`src/rtl/nt_node_activity_monitor.sv`:
```
// Activity monitor for a single-bit Nt-node output: per-window ones/toggle counts,
// rare-value and stuck-at flags, delivered over a valid/ready report port.
module nt_node_activity_monitor #(
    parameter int WINDOW   = 200,
    parameter int CNT_W    = 8,
    parameter int RARE_THR = 4
) (
    input  logic             I1294_clk,
    input  logic             I1301_rst,
    input  logic             mon_en,
    input  logic             sig_in,
    input  logic             rpt_ready,
    output logic             rpt_valid,
    output logic [CNT_W-1:0] rpt_ones,
    output logic [CNT_W-1:0] rpt_toggles,
    output logic             rpt_rare,
    output logic             rpt_stuck,
    output logic             rpt_ovf,
    output logic             busy
);

    typedef enum logic [1:0] {
        IDLE  = 2'd0,
        ARM   = 2'd1,
        COUNT = 2'd2,
        CLOSE = 2'd3
    } state_t;

    localparam logic [CNT_W-1:0] WIN_C  = CNT_W'(WINDOW);
    localparam logic [CNT_W-1:0] WLAST  = CNT_W'(WINDOW - 1);
    localparam logic [CNT_W-1:0] THR_C  = CNT_W'(RARE_THR);
    localparam logic [CNT_W-1:0] ZERO_C = {CNT_W{1'b0}};

    state_t           state_q, state_d;
    logic             s_q, s_p;
    logic [CNT_W-1:0] ones_q, ones_d;
    logic [CNT_W-1:0] tog_q, tog_d;
    logic [CNT_W-1:0] wcnt_q, wcnt_d;
    logic             valid_q, valid_d;
    logic [CNT_W-1:0] r_ones_q, r_ones_d;
    logic [CNT_W-1:0] r_tog_q, r_tog_d;
    logic             r_rare_q, r_rare_d;
    logic             r_stuck_q, r_stuck_d;
    logic             ovf_q, ovf_d;

    logic             toggle_s;
    logic             res_stuck_s;
    logic             res_rare_s;

    // Window FSM, counters and report register next-state logic
    always_comb begin
        state_d   = state_q;
        ones_d    = ones_q;
        tog_d     = tog_q;
        wcnt_d    = wcnt_q;
        valid_d   = valid_q;
        r_ones_d  = r_ones_q;
        r_tog_d   = r_tog_q;
        r_rare_d  = r_rare_q;
        r_stuck_d = r_stuck_q;
        ovf_d     = ovf_q;

        toggle_s    = s_q ^ s_p;
        res_stuck_s = (tog_q == ZERO_C);
        // A constant window (0 or WINDOW ones) is stuck, never rare
        res_rare_s  = ((ones_q != ZERO_C) && (ones_q < THR_C)) ||
                      ((ones_q != WIN_C) && ((WIN_C - ones_q) < THR_C));

        if (valid_q && rpt_ready) begin
            valid_d = 1'b0;
        end else begin
            valid_d = valid_q;
        end

        case (state_q)
            IDLE: begin
                if (mon_en) begin
                    state_d = ARM;
                end else begin
                    state_d = IDLE;
                end
            end
            ARM: begin
                ones_d = ZERO_C;
                tog_d  = ZERO_C;
                wcnt_d = WLAST;
                if (mon_en) begin
                    state_d = COUNT;
                end else begin
                    state_d = IDLE;
                end
            end
            COUNT: begin
                if (!mon_en) begin
                    state_d = IDLE;
                end else begin
                    ones_d = ones_q + {{(CNT_W-1){1'b0}}, s_q};
                    tog_d  = tog_q + {{(CNT_W-1){1'b0}}, toggle_s};
                    if (wcnt_q == ZERO_C) begin
                        state_d = CLOSE;
                    end else begin
                        wcnt_d = wcnt_q - {{(CNT_W-1){1'b0}}, 1'b1};
                    end
                end
            end
            CLOSE: begin
                // Same-cycle consume of an old report frees the slot for the new one
                if (!valid_q || rpt_ready) begin
                    valid_d   = 1'b1;
                    r_ones_d  = ones_q;
                    r_tog_d   = tog_q;
                    r_rare_d  = res_rare_s;
                    r_stuck_d = res_stuck_s;
                end else begin
                    ovf_d = 1'b1;
                end
                ones_d = ZERO_C;
                tog_d  = ZERO_C;
                wcnt_d = WLAST;
                if (mon_en) begin
                    state_d = COUNT;
                end else begin
                    state_d = IDLE;
                end
            end
            default: begin
                state_d = IDLE;
            end
        endcase
    end

    // State, input pipeline and report registers
    always_ff @(posedge I1294_clk or posedge I1301_rst) begin
        if (I1301_rst) begin
            state_q   <= IDLE;
            s_q       <= 1'b0;
            s_p       <= 1'b0;
            ones_q    <= ZERO_C;
            tog_q     <= ZERO_C;
            wcnt_q    <= ZERO_C;
            valid_q   <= 1'b0;
            r_ones_q  <= ZERO_C;
            r_tog_q   <= ZERO_C;
            r_rare_q  <= 1'b0;
            r_stuck_q <= 1'b0;
            ovf_q     <= 1'b0;
        end else begin
            state_q   <= state_d;
            s_q       <= sig_in;
            s_p       <= s_q;
            ones_q    <= ones_d;
            tog_q     <= tog_d;
            wcnt_q    <= wcnt_d;
            valid_q   <= valid_d;
            r_ones_q  <= r_ones_d;
            r_tog_q   <= r_tog_d;
            r_rare_q  <= r_rare_d;
            r_stuck_q <= r_stuck_d;
            ovf_q     <= ovf_d;
        end
    end

    assign rpt_valid   = valid_q;
    assign rpt_ones    = r_ones_q;
    assign rpt_toggles = r_tog_q;
    assign rpt_rare    = r_rare_q;
    assign rpt_stuck   = r_stuck_q;
    assign rpt_ovf     = ovf_q;
    assign busy        = (state_q != IDLE);

endmodule
```
`config.mk`:
```
export PLATFORM = sky130hd
export DESIGN_NAME = nt_node_activity_monitor
export DESIGN_NICKNAME = d
export VERILOG_FILES = /design/src/rtl/nt_node_activity_monitor.sv
export SDC_FILE = /design/constraint.sdc
export NUM_CORES = 1
export LEC_CHECK = 0
export CORE_UTILIZATION = 43
export CTS_CLUSTER_SIZE = 10
export DETAILED_ROUTE_END_ITERATION = 6
export GPL_TIMING_DRIVEN = 0
export REMOVE_ABC_BUFFERS = 1
export SLEW_MARGIN = 5
export SYNTH_ARGS = -nofsm -noshare
export SYNTH_HDL_FRONTEND = slang
export SYNTH_SLANG_ARGS = --single-unit
```
`constraint.sdc`:
```
create_clock -name I1294_clk -period 4.4 [get_ports I1294_clk]
set_clock_uncertainty 0.2 [all_clocks]
set_input_delay 1.32 -clock I1294_clk [delete_from_list [all_inputs] [get_ports I1294_clk]]
set_output_delay 1.32 -clock I1294_clk [all_outputs]
set_load 0.02 [all_outputs]
```
==> summary.txt <==
Cts hold-fix bufs: 0
Worst setup startpoint: state_q[0]$_DFFE_PP0P_
Routability cong.: 0.8647
Critical path buffers and inverters: 1
Most frequent cells in the layout: nand2_1 (69), dfrtp_1 (48), clkdlybuf4s50_1 (25), nor2_1 (16), xor2_1 (10)
Total Power: 0.0008613 W
Critical Path RT: 2.88 ns
Worst vdd ir: 0.0001837 V
ANT cells: 0
Worst slew pin tran: 1.131 ns
Worst slack, placed: 0.9223 ns
Crit path depth: 2
Final Max Slew Viols: 0
Startpoint types: flop
Synth Register Bits: 48
Chip Height: 73.16 µm
Setup WS post-layout: 0.7885 ns
Layout Cells excl Fill: 316
Skew-Pair Late Insertion Delay: 0.29 ns
Comb pwr share: 0.120
CP endpoint kind: primary output
Reg2reg setup slack: 1.79 ns
Detailed-route wire length per cell: 12.31 µm
Switching power: 0.0002145 W
Starting Density: 0.4549
Share of cells above drive strength 1: 0.06426
Root buf cell: clkbuf_8
Core area: 4786 µm²
RSZ-0062 raised after global routing: false
TritonCTS clock tree: done
Vias in the first global route: 1,535
Delay-heaviest family, CP: flip-flops
Commonest non-fill, non-tap cell in the layout: nand2_1
Depth of the most critical reg-to-reg path: 4
Endpoints failing setup: 0
CTS Buf Count: 5
Int Pwr: 0.0006469 W
Worst min path class: flop to flop
CP peak stage delay: 0.94 ns
Grt ovf: 0
Status: finished clean
Min Clock Period, post-route: 3.611 ns
Sequential fraction of the synthesis area: 0.5517
Clock sinks: 48
WL final: 3.891 mm
Post-Syn Area: 2177 µm²
CP max stage cell: dfrtp_1
Clock power share: 0.320
Pwr dens: 333.2 nW/µm²
Slew HR: 0.2443
# Max-Cap Violations: 0
Setup Buffers After CTS: 0
Crit-path cells: or2_2 > clkdlybuf4s50_1
Final core area utilization: 0.5401
Global-route wire length before repair: 7.031 mm
IO Port Bufs: 25
Setup_tns: 0 ns
H-tree levels: 2
FF-to-FF Start: state_q[0]$_DFFE_PP0P_
Metal3 WL: 106 µm
Hold Fails Final Rpt: 0
Leakage: 1.215 nW
Initial drt markers: 63
R2R Path End: rpt_stuck$_DFFE_PP0P_
Met2 wire len: 1.786 mm
Ports: 26
Drt first pass iters: 4
Average cell area after synthesis: 9.719 µm²
Clk slew on worst S/H paths: 0.08 ns
Largest net degree at the start of global routing: 38
Die Width: 73.16 µm
Final period util: 0.8208
P&R area growth vs syn: 18.74%
Dpl cells: 309
Row Count: 25
Crit Path Max Fanout: 27
CTS resizes: 0
Fin nets: 260
Max layer used: met4
Post-synth cell types: 38
HPWL after DPL: 2.670 mm
Reg power frac: 0.560
Remaining antenna violation count: 0
Fmax: 276.9 MHz
Switching Fraction: 0.2490
Yosys warns: 0
Synth Instances: 224
Number of remaining DRC errors: 0
DR vias: 1,552
Setup CP Type: flop to primary output
Die area: 5352 µm²
Clock Path Buffers: 2
Initial antenna violation count: 0
Arrival time at the worst endpoint: 2.09 ns
Via-to-Cell Ratio: 4.911
Total track usage: 0.1733
CP Capture Point: busy
Met1 Routed Length: 1.959 mm
==> flip-flops by register name (all words and copies together), names as in the netlist, 2 cells and up <==
name,count
ones_q,8
rpt_ones,8
rpt_toggles,8
state_q,2
tog_q,8
wcnt_q,8
==> cells in the mapped netlist (all sizes together) <==
cell	count	area (µm²)
or2	3	21.27
ha	6	75.07
nor3b	2	15.01
a211o	1	8.760
nand4	5	31.28
a21boi	1	7.510
and4	2	17.52
inv	4	15.01
a31oi	1	6.260
and2	2	12.51
nor2	16	60.06
nand3	5	25.02
or3	1	6.260
o21bai	1	7.510
xor2	10	87.58
and2b	1	7.510
nor2b	2	12.51
and3	4	25.02
nand2b	1	6.260
xnor2	5	43.79
o221ai	1	8.760
a21oi	8	40.04
clkbuf	4	16.26
a31o	1	8.760
a211oi	2	15.01
nor3	6	30.03
o21ai	2	10.01
a311o	1	10.01
nand2	70	270.3
a2111oi	1	15.01
dfrtp	48	1201
buf	4	26.27
nor4	3	33.78
==> cell families after synthesis <==
family | Yosys count | synth area share
xor gates and xnor gates | 15 | 0.06034
and+or+nand+nor | 123 | 0.2638
buffers and inverters | 12 | 0.02643
DFF | 48 | 0.5517
adders and majority gates | 6 | 0.03448
AOI/OAI and AO/OA | 20 | 0.06322
==> routing by layer <==
layer,track usage,up-vias
met5,0,-
met4,0.05229,0
met3,0.04144,4
met2,0.2850,21
met1,0.2266,736
li1,-,791
==> layout make-up <==
| type | instances | area, µm² |
|---|---|---|
| inverter | 4 | 15.01 |
| clock buffer | 7 | 96.34 |
| multi-input combinational | 164 | 918.4 |
| sequential | 48 | 1201 |
| timing repair buffer | 26 | 270.3 |
| tap | 67 | 83.83 |
| fill | 457 | 2201 |
==> power groups by stage <==
| stage | clock (W) | combinational [W] | sequential (W) |
|---|---|---|---|
| finish | 0.000276 | 0.000103 | 0.000482 |
| global route | 0.000302 | 0.000117 | 0.000486 |
| floorplan | 0 | 0.0000432 | 0.000503 |
| CTS | 0.000287 | 0.000106 | 0.000483 |
| detailed placement | 0 | 0.000106 | 0.000492 |
| global placement | 0 | 0.000102 | 0.000491 |
==> per-stage QoR <==
step	area (µm²)	hold WS, ns
after global placement	2469	0.2498
after CTS	2585	0.2660
after detailed placement	2489	0.2520
final	2585	0.2531
after floorplan	2135	0.1975
after global routing	2585	0.2838
==> worst min-delay path by stage <==
stage                              from             to  slack [ns]  depth (start not counted)
after floorplan           s_q$_DFF_PP0_  s_p$_DFF_PP0_        0.20                          0
after global placement    s_q$_DFF_PP0_  s_p$_DFF_PP0_        0.25                          0
after detailed placement  s_q$_DFF_PP0_  s_p$_DFF_PP0_        0.25                          0
after CTS                 s_q$_DFF_PP0_  s_p$_DFF_PP0_        0.27                          0
after global routing      s_q$_DFF_PP0_  s_p$_DFF_PP0_        0.28                          0
final                     s_q$_DFF_PP0_  s_p$_DFF_PP0_        0.25                          0
==> worst register-to-register path: cells and delay by family, from the launching register on <==
kind | cells | cell delay (ns)
flip-flops | 1 | 0.94
AND/OR/NAND/NOR | 4 | 1.40
(Power assumes the default switching activity.)
